### src/rtl/inv_mix_columns_serial.sv
// Byte-serial AES InvMixColumns engine.
//
// Accepts one 4-byte column (s0..s3, row 0 first), accumulating each output
// row on the fly as bytes arrive. Once s3 is in, it emits r0..r3 serially.
// Input and output phases never overlap. With bypass latched on s0, the
// column passes through unchanged (final decrypt round).
//
// Ports:
//   clk, rst        - clock and synchronous active-high reset
//   in_valid        - in_byte carries a valid state byte
//   in_ready        - block accepts a byte this cycle
//   in_byte         - column byte s0..s3
//   bypass          - sampled with s0; 1 = pass the column unchanged
//   out_valid       - out_byte carries a valid result byte
//   out_ready       - downstream accepts out_byte this cycle
//   out_byte        - result byte r0..r3
//   out_last        - high with r3 of every column
//   out_block_last  - high with r3 of the last column of the state
module inv_mix_columns_serial #(
    parameter int unsigned COLS_PER_BLOCK = 4
) (
    input  logic       clk,
    input  logic       rst,
    input  logic       in_valid,
    output logic       in_ready,
    input  logic [7:0] in_byte,
    input  logic       bypass,
    output logic       out_valid,
    input  logic       out_ready,
    output logic [7:0] out_byte,
    output logic       out_last,
    output logic       out_block_last
);

    localparam int unsigned ColW = (COLS_PER_BLOCK > 1) ? $clog2(COLS_PER_BLOCK) : 1;
    localparam logic [ColW-1:0] ColLast = ColW'(COLS_PER_BLOCK - 1);

    typedef enum logic {StAcc, StEmit} state_e;

    state_e          state_q;
    logic [1:0]      in_idx_q;
    logic [1:0]      out_idx_q;
    logic [ColW-1:0] col_q;
    logic [7:0]      acc_q [4];
    logic            bypass_q;

    function automatic logic [7:0] xtime(input logic [7:0] b);
        return {b[6:0], 1'b0} ^ (b[7] ? 8'h1b : 8'h00);
    endfunction

    logic [7:0] x2, x4, x8;
    logic [7:0] m09, m0b, m0d, m0e;
    logic [7:0] prod [4];
    logic       byp_eff;

    always_comb begin
        x2  = xtime(in_byte);
        x4  = xtime(x2);
        x8  = xtime(x4);
        m09 = x8 ^ in_byte;
        m0b = x8 ^ x2 ^ in_byte;
        m0d = x8 ^ x4 ^ in_byte;
        m0e = x8 ^ x4 ^ x2;
        // Inverse matrix is circulant: M[r][k] depends only on (k - r) mod 4.
        for (int r = 0; r < 4; r++) begin
            prod[r] = 8'h00;
            unique case (2'(in_idx_q - 2'(r)))
                2'd0: prod[r] = m0e;
                2'd1: prod[r] = m0b;
                2'd2: prod[r] = m0d;
                2'd3: prod[r] = m09;
                default: prod[r] = 8'h00;
            endcase
        end
        // s0 carries its own bypass flag; later bytes use the latched copy.
        byp_eff = (in_idx_q == 2'd0) ? bypass : bypass_q;
    end

    always_ff @(posedge clk) begin
        if (rst) begin
            state_q   <= StAcc;
            in_idx_q  <= 2'd0;
            out_idx_q <= 2'd0;
            col_q     <= '0;
            bypass_q  <= 1'b0;
            for (int r = 0; r < 4; r++) acc_q[r] <= 8'h00;
        end else begin
            unique case (state_q)
                StAcc: begin
                    if (in_valid) begin
                        if (in_idx_q == 2'd0) bypass_q <= bypass;
                        for (int r = 0; r < 4; r++) begin
                            if (byp_eff) begin
                                if (in_idx_q == 2'(r)) acc_q[r] <= in_byte;
                            end else if (in_idx_q == 2'd0) begin
                                acc_q[r] <= prod[r];
                            end else begin
                                acc_q[r] <= acc_q[r] ^ prod[r];
                            end
                        end
                        in_idx_q <= in_idx_q + 2'd1;
                        if (in_idx_q == 2'd3) begin
                            state_q   <= StEmit;
                            out_idx_q <= 2'd0;
                        end
                    end
                end
                StEmit: begin
                    if (out_ready) begin
                        out_idx_q <= out_idx_q + 2'd1;
                        if (out_idx_q == 2'd3) begin
                            state_q <= StAcc;
                            col_q   <= (col_q == ColLast) ? '0 : col_q + ColW'(1);
                        end
                    end
                end
                default: state_q <= StAcc;
            endcase
        end
    end

    assign in_ready       = (state_q == StAcc);
    assign out_valid      = (state_q == StEmit);
    assign out_byte       = out_valid ? acc_q[out_idx_q] : 8'h00;
    assign out_last       = out_valid && (out_idx_q == 2'd3);
    assign out_block_last = out_last && (col_q == ColLast);

endmodule

### config.mk
export PLATFORM = sky130hd
export DESIGN_NAME = inv_mix_columns_serial
export DESIGN_NICKNAME = d
export VERILOG_FILES = /design/src/rtl/inv_mix_columns_serial.sv
export SDC_FILE = /design/constraint.sdc
export NUM_CORES = 1
export LEC_CHECK = 0
export ABC_AREA = 1
export CAP_MARGIN = 20
export CORE_MARGIN = 1
export CORE_UTILIZATION = 40
export CTS_CLUSTER_DIAMETER = 40
export DETAILED_ROUTE_END_ITERATION = 7
export PLACE_DENSITY_LB_ADDON = 0.1
export SYNTH_ARGS = -nofsm -noshare
export SYNTH_HDL_FRONTEND = slang
export SYNTH_SLANG_ARGS = --single-unit
### constraint.sdc
create_clock -name clk -period 2.51 [get_ports clk]
set_input_delay 0.502 -clock clk [delete_from_list [all_inputs] [get_ports clk]]
set_output_delay 0.502 -clock clk [all_outputs]
set_load 0.02 [all_outputs]
==> summary.txt, run 1 <==
Nets: 861
asr flop ratio synth: 0%
Setup Skew: 0.00825 ns
hold_buf cts: 0
Worst setup EP type: primary output
FP Rows: 40
MaxCap Viol Count: 0
WS Path Type: flop to primary output
Slew headroom: 58.4%
Slew @ Worst Pin: 0.623 ns
clk sink count: 42
PortBufs: 24
via-per-instance ratio: 5.36
Hold Fails Final Rpt: 0
initial antenna violation count: 0
number of diodes: 0
Highest Clock Rate: 412 MHz
Reg2Reg Depth: 12
Critical path destination: out_byte[4]
final worst slack: 0.0826 ns
Hold WS: 0.467 ns
routed via count: 5,402
EDFF count, synth: 32
area grow syn2layout: 18.8%
Starting Density: 41.5%
I/O Pins: 25
largest net degree at the start of global routing: 32
Worst Path Required: 2.01 ns
GPL Wtd Cong: 0.919
Post-synth top cells: 260 x nand2_1, 87 x nand3_1, 70 x inv_1
final setup violating endpoints: 0
Power per Cell Area: 468 nW/µm²
full die area: 13,000 µm²
RR Startpoint: in_idx_q[0]
Die W: 114 µm
1st-iter DRT viols: 429
core area: 12,100 µm²
top cells by area, synth: nand2_1 19%, edfxtp_1 19%, nand3_1 8.7%, a21oi_1 5.8%, inv_1 5.2%
layout cells sized above 1: 19.8%
P_leak: 2.86 nW
register area share after synthesis: 23.1%
dpl cells: 998
Final HPWL DP: 13,800 µm
total grt overflow: 0
Synth area leader: nand2_1
Max clock buf depth: 2
GRT Util Overall: 28.6%
Crit path top cell by count: a21oi_1
pre-CTS setup slack: -0.163 ns
final period demand of the worst path: 2.43 ns
cell breakdown of the critical path: clkinvlp_4, buf_12, a21oi_1, o21ai_0, a21oi_1, clkdlybuf4s50_1
hold path cells: 2
vias in the first global route: 5,399
RSZ-0062 raised after global routing: no
IR Drop Worst-Case VDD: 241 µV
top-count cell post-synth: nand2_1
Reg-to-Reg End: acc_q[3][0]
synth unique cells: 47
min-delay worst type: flop to flop
CTS tree: built
status: completed
CTS buffer count: 5
number of remaining DRC errors: 0
crit start category: flop
CP Max Fanout: 17
Final Max Tran Viols: 0
syn_area_per_cell: 6.47 µm²
Synth Cell Area: 5020 µm²
setup TNS: 0 ns
leading register cell type out of synthesis: edfxtp_1
slowest stage delay, CP: 0.62 ns
TritonRoute pass-1 iters: 5
r2r setup slk: 0.30 ns
non-filler cells, final: 1,007
htree depth: 2
CP Data Arrival Time: 1.93 ns
slowest cell on the critical path: clkdlybuf4s50_1
top-area cell type share of the netlist area: 19.4%
Reg clk slew, reported paths: 0.07 ns
Post-Synthesis Cells: 776
clk root buf: clkbuf_16
Final Util: 49.2%
Syn. warnings: 0
average wire per standard cell: 17.6 µm
count of state elements after synthesis: 42
Vert. Die Dim: 114 µm
Post-Route WL: 17,700 µm
clock latency on the worst-skew pair: 0.29 ns
Tcrit/Tclk final: 96.7%
syn_nets: 799
antenna-violating nets left: 0
first-pass GRT wire length: 28,400 µm
[registers in the layout, indices dropped and copies added (netlist names), named ones only]
register / cells
bypass_q: 1
out_idx_q: 2
out_valid: 1
col_q: 2
in_idx_q: 2
acc_q: 32
[worst min path at each step]
stage / from / slack, ns / to
global placement: col_q[1] / 0.45 / col_q[1]
floorplan: col_q[1] / 0.44 / col_q[1]
CTS: bypass_q / 0.47 / bypass_q
detailed placement: bypass_q / 0.46 / bypass_q
finish: bypass_q / 0.47 / bypass_q
global route: out_idx_q[0] / 0.51 / flop
[metrics by stage]
step	total power [mW]	cell area [µm²]
global route	2.96	5960
global placement	2.08	5770
floorplan	1.70	5020
finish	2.79	5960
CTS	2.79	5950
detailed placement	2.10	5770
[critical path, delay by kind of cell (launching register included)]
kind / cells / cell delay, ns
buffers and inverters: 3 / 0.88
flip-flops: 1 / 0.37
AO/OA/AOI/OAI: 3 / 0.37
[layer usage]
metal  vias to the layer above  routed length (µm)  global-route usage (%)
met1                      2528                7380                    35.8
met2                       189                8480                    49.3
met3                        38                1130                    3.76
met5                         -                   0                       0
met4                         0                 690                    12.2
li1                       2647                   -                       -
[logic make-up (layout without fill, tap and decap cells)]
family	count (synthesis)	in the layout	share of synthesized area [%]
simple gates	465	465	45.0
compound gates	122	122	13.3
buf+inv	120	183	11.7
flops	42	42	23.1
xor+xnor	17	17	4.38
fa+ha+maj	10	10	2.49
[final cells by class]
type / count / area, µm²
Clock buffer: 6 / 139
Clock inverter: 2 / 11.3
Fill cell: 1297 / 6150
Inverter: 86 / 347
Multi-Input combinational cell: 614 / 3280
Sequential cell: 42 / 1160
Tap cell: 168 / 210
Timing Repair Buffer: 89 / 821
[timing repair]
item                                    in CTS  in global routing
endpoints found under the setup margin       3                  8
gates resized for setup                      1                  7
buffers inserted                             1                  0
[layout by cell type, fill, tap and decap left out, types with 3 or more instances in the layout]
cell type,netlist,layout
a21oi_1,58,58
a21oi_2,5,5
and2_4,3,3
buf_12,0,6
buf_4,6,59
clkbuf_16,0,5
clkdlybuf4s50_1,0,17
dfxtp_1,10,10
dlymetal6s2s_1,0,7
edfxtp_1,32,32
ha_1,10,10
inv_1,70,69
inv_2,11,11
inv_4,3,4
nand2_1,260,260
nand2_2,22,22
nand2_4,13,13
nand3_1,87,87
nand3_2,12,12
nand3_4,3,3
nand3b_1,5,5
nand4_1,13,13
nor2_1,35,35
o21ai_0,35,35
o21ai_1,9,9
o21ai_2,3,3
o22ai_1,4,4
xor2_1,8,8
xor2_2,5,5
[power breakdown]
group	internal [mW]	total (mW)	switching, mW
Combinational	0.433	1.23	0.799
Clock	0.396	0.692	0.297
Sequential	0.825	0.869	0.0438
Total	1.65	2.79	1.14
(Power assumes the default switching activity.)
==> inputs of run 2 (changes only) <==
--- a/config.mk
+++ b/config.mk
@@ -11,6 +11,7 @@
 export CORE_UTILIZATION = 40
 export CTS_CLUSTER_DIAMETER = 40
 export DETAILED_ROUTE_END_ITERATION = 7
+export GPL_ROUTABILITY_DRIVEN = 0
 export PLACE_DENSITY_LB_ADDON = 0.1
 export SYNTH_ARGS = -nofsm -noshare
 export SYNTH_HDL_FRONTEND = slang
==> run 2 against run 1 <==
  * Final area is 0.50% higher
  * Non-clock buffer count grew 1
  * First-iteration DRC count grew 12%
  * Sequential power is essentially flat
  * Cell count is essentially flat
  * Register-to-register slack about the same
  * Critical path depth stayed put
  * Largest power group unchanged
  * Highest routed layer unchanged
==> summary.txt, run 2 (synthesis results as in run 1) <==
final period demand of the worst path: 2.43 ns (about the same)
Nets: 862 (was 861)
Post-Route WL: 17,200 µm (was 17,700 µm)
Reg clk slew, reported paths: 0.07 ns (about the same)
Reg2Reg Depth: 12 (unchanged)
clk root buf: clkbuf_16 (unchanged)
Slew headroom: 65.5% (was 58.4%)
CP Data Arrival Time: 1.93 ns (about the same)
core area: 12,100 µm² (unchanged)
setup TNS: 0 ns (unchanged)
clock latency on the worst-skew pair: 0.30 ns (was 0.29 ns)
Worst Path Required: 2.01 ns (about the same)
antenna-violating nets left: 0 (unchanged)
Crit path depth: 6 (unchanged)
Final Max Tran Viols: 0 (unchanged)
vias in the first global route: 5,138 (was 5,399)
Slew @ Worst Pin: 0.512 ns (was 0.623 ns)
full die area: 13,000 µm² (unchanged)
total grt overflow: 0 (unchanged)
routed via count: 5,318 (was 5,402)
MaxCap Viol Count: 0 (unchanged)
Vert. Die Dim: 114 µm (unchanged)
largest net degree at the start of global routing: 32 (unchanged)
first-pass GRT wire length: 27,300 µm (was 28,400 µm)
IR Drop Worst-Case VDD: 317 µV (was 241 µV)
cell breakdown of the critical path: clkinvlp_4, buf_12, a21oi_1, o21ai_0, a21oi_1, clkdlybuf4s50_1 (unchanged)
Buffers & Inverters on Critical Path: 3 (unchanged)
via-per-instance ratio: 5.28 (was 5.36)
average wire per standard cell: 17.1 µm (was 17.6 µm)
htree depth: 2 (unchanged)
slowest cell on the critical path: clkdlybuf4s50_1 (unchanged)
PortBufs: 24 (unchanged)
Highest Clock Rate: 412 MHz (about the same)
WS Path Type: flop to primary output (unchanged)
area grow syn2layout: 19.4% (was 18.8%)
commonest non-fill, non-tap cell in the layout: nand2_1 (unchanged)
Starting Density: 41.5% (unchanged)
DP Area: 5810 µm² (was 5770 µm²)
RSZ-0062 raised after global routing: no (unchanged)
initial antenna violation count: 0 (unchanged)
P_leak: 2.88 nW (was 2.86 nW)
number of diodes: 0 (unchanged)
GRT Util Overall: 27.6% (was 28.6%)
layout cells sized above 1: 19.9% (was 19.8%)
Max clock buf depth: 2 (unchanged)
Final HPWL DP: 13,300 µm (was 13,800 µm)
status: completed (unchanged)
r2r setup slk: 0.29 ns (was 0.30 ns)
Worst setup EP type: primary output (unchanged)
Crit path top cell by count: a21oi_1 (unchanged)
max FFs per register: 32 (unchanged)
1st-iter DRT viols: 481 (was 429)
RR Startpoint: in_idx_q[0] (unchanged)
Die W: 114 µm (unchanged)
I/O Pins: 25 (unchanged)
min-delay worst type: flop to flop (unchanged)
CTS buffer count: 5 (unchanged)
CP Max Fanout: 17 (unchanged)
fin area: 5990 µm² (was 5960 µm²)
Hold Fails Final Rpt: 0 (unchanged)
Critical path destination: out_byte[6] (was out_byte[4])
Largest Register: acc_q (unchanged)
most frequent cells in the layout: 260 x nand2_1, 87 x nand3_1, 69 x inv_1 (unchanged)
non-filler cells, final: 1,008 (was 1,007)
number of remaining DRC errors: 0 (unchanged)
TritonRoute pass-1 iters: 5 (unchanged)
slowest stage delay, CP: 0.61 ns (was 0.62 ns)
Setup Skew: 0.00508 ns (was 0.00825 ns)
clk sink count: 42 (unchanged)
Reg-to-Reg End: acc_q[3][0] (unchanged)
Power per Cell Area: 467 nW/µm² (was 468 nW/µm²)
CP top delay family: buffers and inverters (unchanged)
final setup violating endpoints: 0 (unchanged)
Tcrit/Tclk final: 96.8% (was 96.7%)
CTS tree: built (unchanged)
crit start category: flop (unchanged)
FP Rows: 40 (unchanged)
dpl cells: 999 (was 998)
[run 2: cell types whose count changed in the layout (fill, tap and decap cells not counted)]
cell / before / now
clkinv_2: 1 / 0
clkbuf_8: 1 / 0
clkinvlp_4: 1 / 2
buf_12: 6 / 8
inv_6: 1 / 2
buf_4: 59 / 58
[run 2: through the flow]
step                      setup slack, ns  power [mW]  util [%]  hold slack (ns)
after floorplan                     0.450        1.70         -            0.443
after global placement             -0.123        2.09      47.9            0.452
after detailed placement           -0.111        2.11      47.9            0.456
after CTS                          0.0148        2.80      49.3            0.466
after global routing              0.00614        2.96      49.5            0.496
final                              0.0809        2.80      49.5            0.470
[run 2: routing by layer]
layer  part of all wire, %  track usage, %  wire length, µm
met5                     0               0                0
met4                   3.4            10.9              594
met1                    43            36.3             7490
met2                    48            46.5             8200
met3                   5.6            2.75              965
[run 2: worst min path at each step]
stage,startpoint,end,slack (ns),cells after the start
2_1_floorplan,col_q[1],col_q[1],0.44,2
3_3_place_gp,bypass_q,bypass_q,0.45,2
3_5_place_dp,bypass_q,bypass_q,0.46,2
4_1_cts,bypass_q,bypass_q,0.47,2
5_1_grt,col_q[1],col_q[1],0.50,2
6_report,bypass_q,bypass_q,0.47,2
[run 2: area by class of cell]
type / instances / area [µm²]
Clock buffer: 5 / 125
Clock inverter: 3 / 22.5
Fill cell: 1228 / 6120
Inverter: 86 / 347
Multi-Input combinational cell: 614 / 3280
Sequential cell: 42 / 1160
Tap cell: 168 / 210
Timing Repair Buffer: 90 / 853
[run 2: timing repair]
item,CTS,global route
hold buffers,0,0
cloned,0,0
buffers inserted,1,0
resized for setup,1,7
setup endpoints to repair,6,7
[run 2: power breakdown]
part | switching (mW) | internal, mW
combinational | 0.798 | 0.445
sequential | 0.0449 | 0.825
clock | 0.311 | 0.374
[run 2: worst min-delay path, stage by stage, from the launching register on]
cell	delay (ns)
dfxtp_1	0.31
nand2_1	0.06
a21oi_1	0.05
==> inputs of run 3 (changes only) <==
--- a/config.mk
+++ b/config.mk
@@ -12,6 +12,7 @@
 export CTS_CLUSTER_DIAMETER = 40
 export DETAILED_ROUTE_END_ITERATION = 7
 export GPL_ROUTABILITY_DRIVEN = 0
+export GPL_TIMING_DRIVEN = 0
 export PLACE_DENSITY_LB_ADDON = 0.1
 export SYNTH_ARGS = -nofsm -noshare
 export SYNTH_HDL_FRONTEND = slang
==> run 3 against run 2 <==
  * Sequential share of layout area increased by 1.3 points
  * Routed wire length increased by 1.3%
  * Sequential power about the same
  * Largest power group unchanged
  * Final area decreased by 5.7%
  * Register-to-register slack got worse by 0.09 ns
  * Non-clock buffer count decreased by 38
  * Fmax increased by 0.27%
  * Setup slack improved by 0.0065 ns
==> summary.txt, run 3 (synthesis results as in run 1) <==
largest net degree at the start of global routing: 16 (was 32)
min-delay worst type: flop to flop (unchanged)
PortBufs: 18 (was 24)
full die area: 13,000 µm² (unchanged)
fillers: 1,289 (was 1,228)
Vert. Die Dim: 114 µm (unchanged)
Final Power: 2.73 mW (was 2.80 mW)
status: completed (unchanged)
Post-Route WL: 17,500 µm (was 17,200 µm)
max FFs per register: 32 (unchanged)
Worst setup EP type: primary output (unchanged)
1st-iter DRT viols: 531 (was 481)
Nets: 824 (was 862)
Max clock buf depth: 2 (unchanged)
via-per-instance ratio: 5.55 (was 5.28)
clk root buf: clkbuf_16 (unchanged)
htree depth: 2 (unchanged)
TritonRoute pass-1 iters: 7 (was 5)
clk sink count: 42 (unchanged)
multi-input logic area: 3330 µm² (was 3280 µm²)
FP Rows: 40 (unchanged)
WS Path Type: flop to primary output (unchanged)
commonest non-fill, non-tap cell in the layout: nand2_1 (unchanged)
Final HPWL DP: 13,600 µm (was 13,300 µm)
average wire per standard cell: 18.0 µm (was 17.1 µm)
area grow syn2layout: 12.5% (was 19.4%)
CTS buffer count: 5 (unchanged)
RSZ-0062 raised after global routing: no (unchanged)
Reg-to-Reg End: acc_q[2][7] (was acc_q[3][0])
vias in the first global route: 5,141 (was 5,138)
CTS tree: built (unchanged)
Power per Cell Area: 483 nW/µm² (was 467 nW/µm²)
IR Drop Worst-Case VDD: 236 µV (was 317 µV)
Final Max Tran Viols: 0 (unchanged)
RR Startpoint: in_idx_q[0] (unchanged)
Reg2Reg Depth: 9 (was 12)
most frequent cells in the layout: 256 x nand2_1, 86 x nand3_1, 68 x inv_1 (was 260 x nand2_1, 87 x nand3_1, 69 x inv_1)
P_leak: 2.67 nW (was 2.88 nW)
Largest Register: acc_q (unchanged)
first-pass GRT wire length: 27,400 µm (was 27,300 µm)
Die W: 114 µm (unchanged)
Critical path destination: out_byte[0] (was out_byte[6])
Register Area: 1170 µm² (was 1160 µm²)
routed via count: 5,384 (was 5,318)
hold_buf cts: 0 (unchanged)
Tcrit/Tclk final: 96.5% (was 96.8%)
CP Max Fanout: 10 (was 17)
number of remaining DRC errors: 0 (unchanged)
Hold Fails Final Rpt: 0 (unchanged)
non-filler cells, final: 970 (was 1,008)
crit start category: flop (unchanged)
final period demand of the worst path: 2.42 ns (was 2.43 ns)
core area: 12,100 µm² (unchanged)
Slew headroom: 58.9% (was 65.5%)
number of diodes: 0 (unchanged)
Starting Density: 41.5% (unchanged)
total grt overflow: 0 (unchanged)
initial antenna violation count: 0 (unchanged)
layout cells sized above 1: 18.3% (was 19.9%)
MaxCap Viol Count: 0 (unchanged)
Setup Skew: 0.00684 ns (was 0.00508 ns)
Highest Clock Rate: 413 MHz (was 412 MHz)
dpl cells: 962 (was 999)
final setup violating endpoints: 0 (unchanged)
GRT Util Overall: 27.8% (was 27.6%)
Slew @ Worst Pin: 0.616 ns (was 0.512 ns)
Worst Path Required: 2.01 ns (about the same)
r2r setup slk: 0.20 ns (was 0.29 ns)
CP Data Arrival Time: 1.92 ns (was 1.93 ns)
Reg clk slew, reported paths: 0.07 ns (about the same)
setup TNS: 0 ns (unchanged)
clock latency on the worst-skew pair: 0.30 ns (about the same)
antenna-violating nets left: 0 (unchanged)
I/O Pins: 25 (unchanged)
[run 3: final cells by class]
cell class / count / area share (%)
Multi-Input combinational cell: 614 / 58.9
Sequential cell: 42 / 20.6
Inverter: 86 / 6.16
Buffer: 33 / 4.34
Tap cell: 168 / 3.72
Timing Repair Buffer: 19 / 3.61
Clock buffer: 5 / 2.21
Clock inverter: 3 / 0.443
[run 3: timing repair]
item                       in CTS  in global routing
pin swaps                       1                  0
cloned                          0                  0
setup endpoints to repair      40                 50
gates resized for setup        15                 19
setup buffers                   1                  0
[run 3: worst max-delay path: stages (launching register included)]
cell	delay [ns]
dfxtp_2	0.37
inv_2	0.14
clkbuf_4	0.22
o21ai_0	0.10
a21oi_1	0.15
clkdlybuf4s50_1	0.63
[run 3: layer usage]
metal  part of all wire (%)  track usage (%)  wire [µm]
met1                     42             36.1       7350
met5                      0                0          0
met3                    8.7             5.19       1520
met4                    5.1             15.6        885
met2                     44             43.6       7710
[run 3: where the power goes]
group	leakage (nW)	total (mW)	internal, mW	switching [mW]
clock	0.0704	0.690	0.375	0.316
sequential	0.420	0.870	0.824	0.0463
combinational	2.18	1.17	0.366	0.801
total	2.67	2.73	1.56	1.16
[run 3: worst min path at each step]
stage             start       end  cells after the start
4_1_cts        col_q[1]  col_q[1]                      2
5_1_grt        col_q[1]  col_q[1]                      2
3_5_place_dp   bypass_q  bypass_q                      2
6_report       bypass_q  bypass_q                      2
3_3_place_gp   bypass_q  bypass_q                      2
2_1_floorplan  col_q[1]  col_q[1]                      2
[run 3: stage by stage]
| step | setup slack, ns | area [µm²] | hold WS, ns | utilization (%) |
|---|---|---|---|---|
| 6_report | 0.0873 | 5650 | 0.484 | 46.7 |
| 5_1_grt | 0.00565 | 5650 | 0.504 | 46.7 |
| 4_1_cts | 0.0103 | 5590 | 0.481 | 46.2 |
| 3_5_place_dp | -0.636 | 5410 | 0.461 | 44.7 |
| 3_3_place_gp | -0.633 | 5410 | 0.457 | 44.7 |
| 2_1_floorplan | 0.450 | 5020 | 0.443 | - |
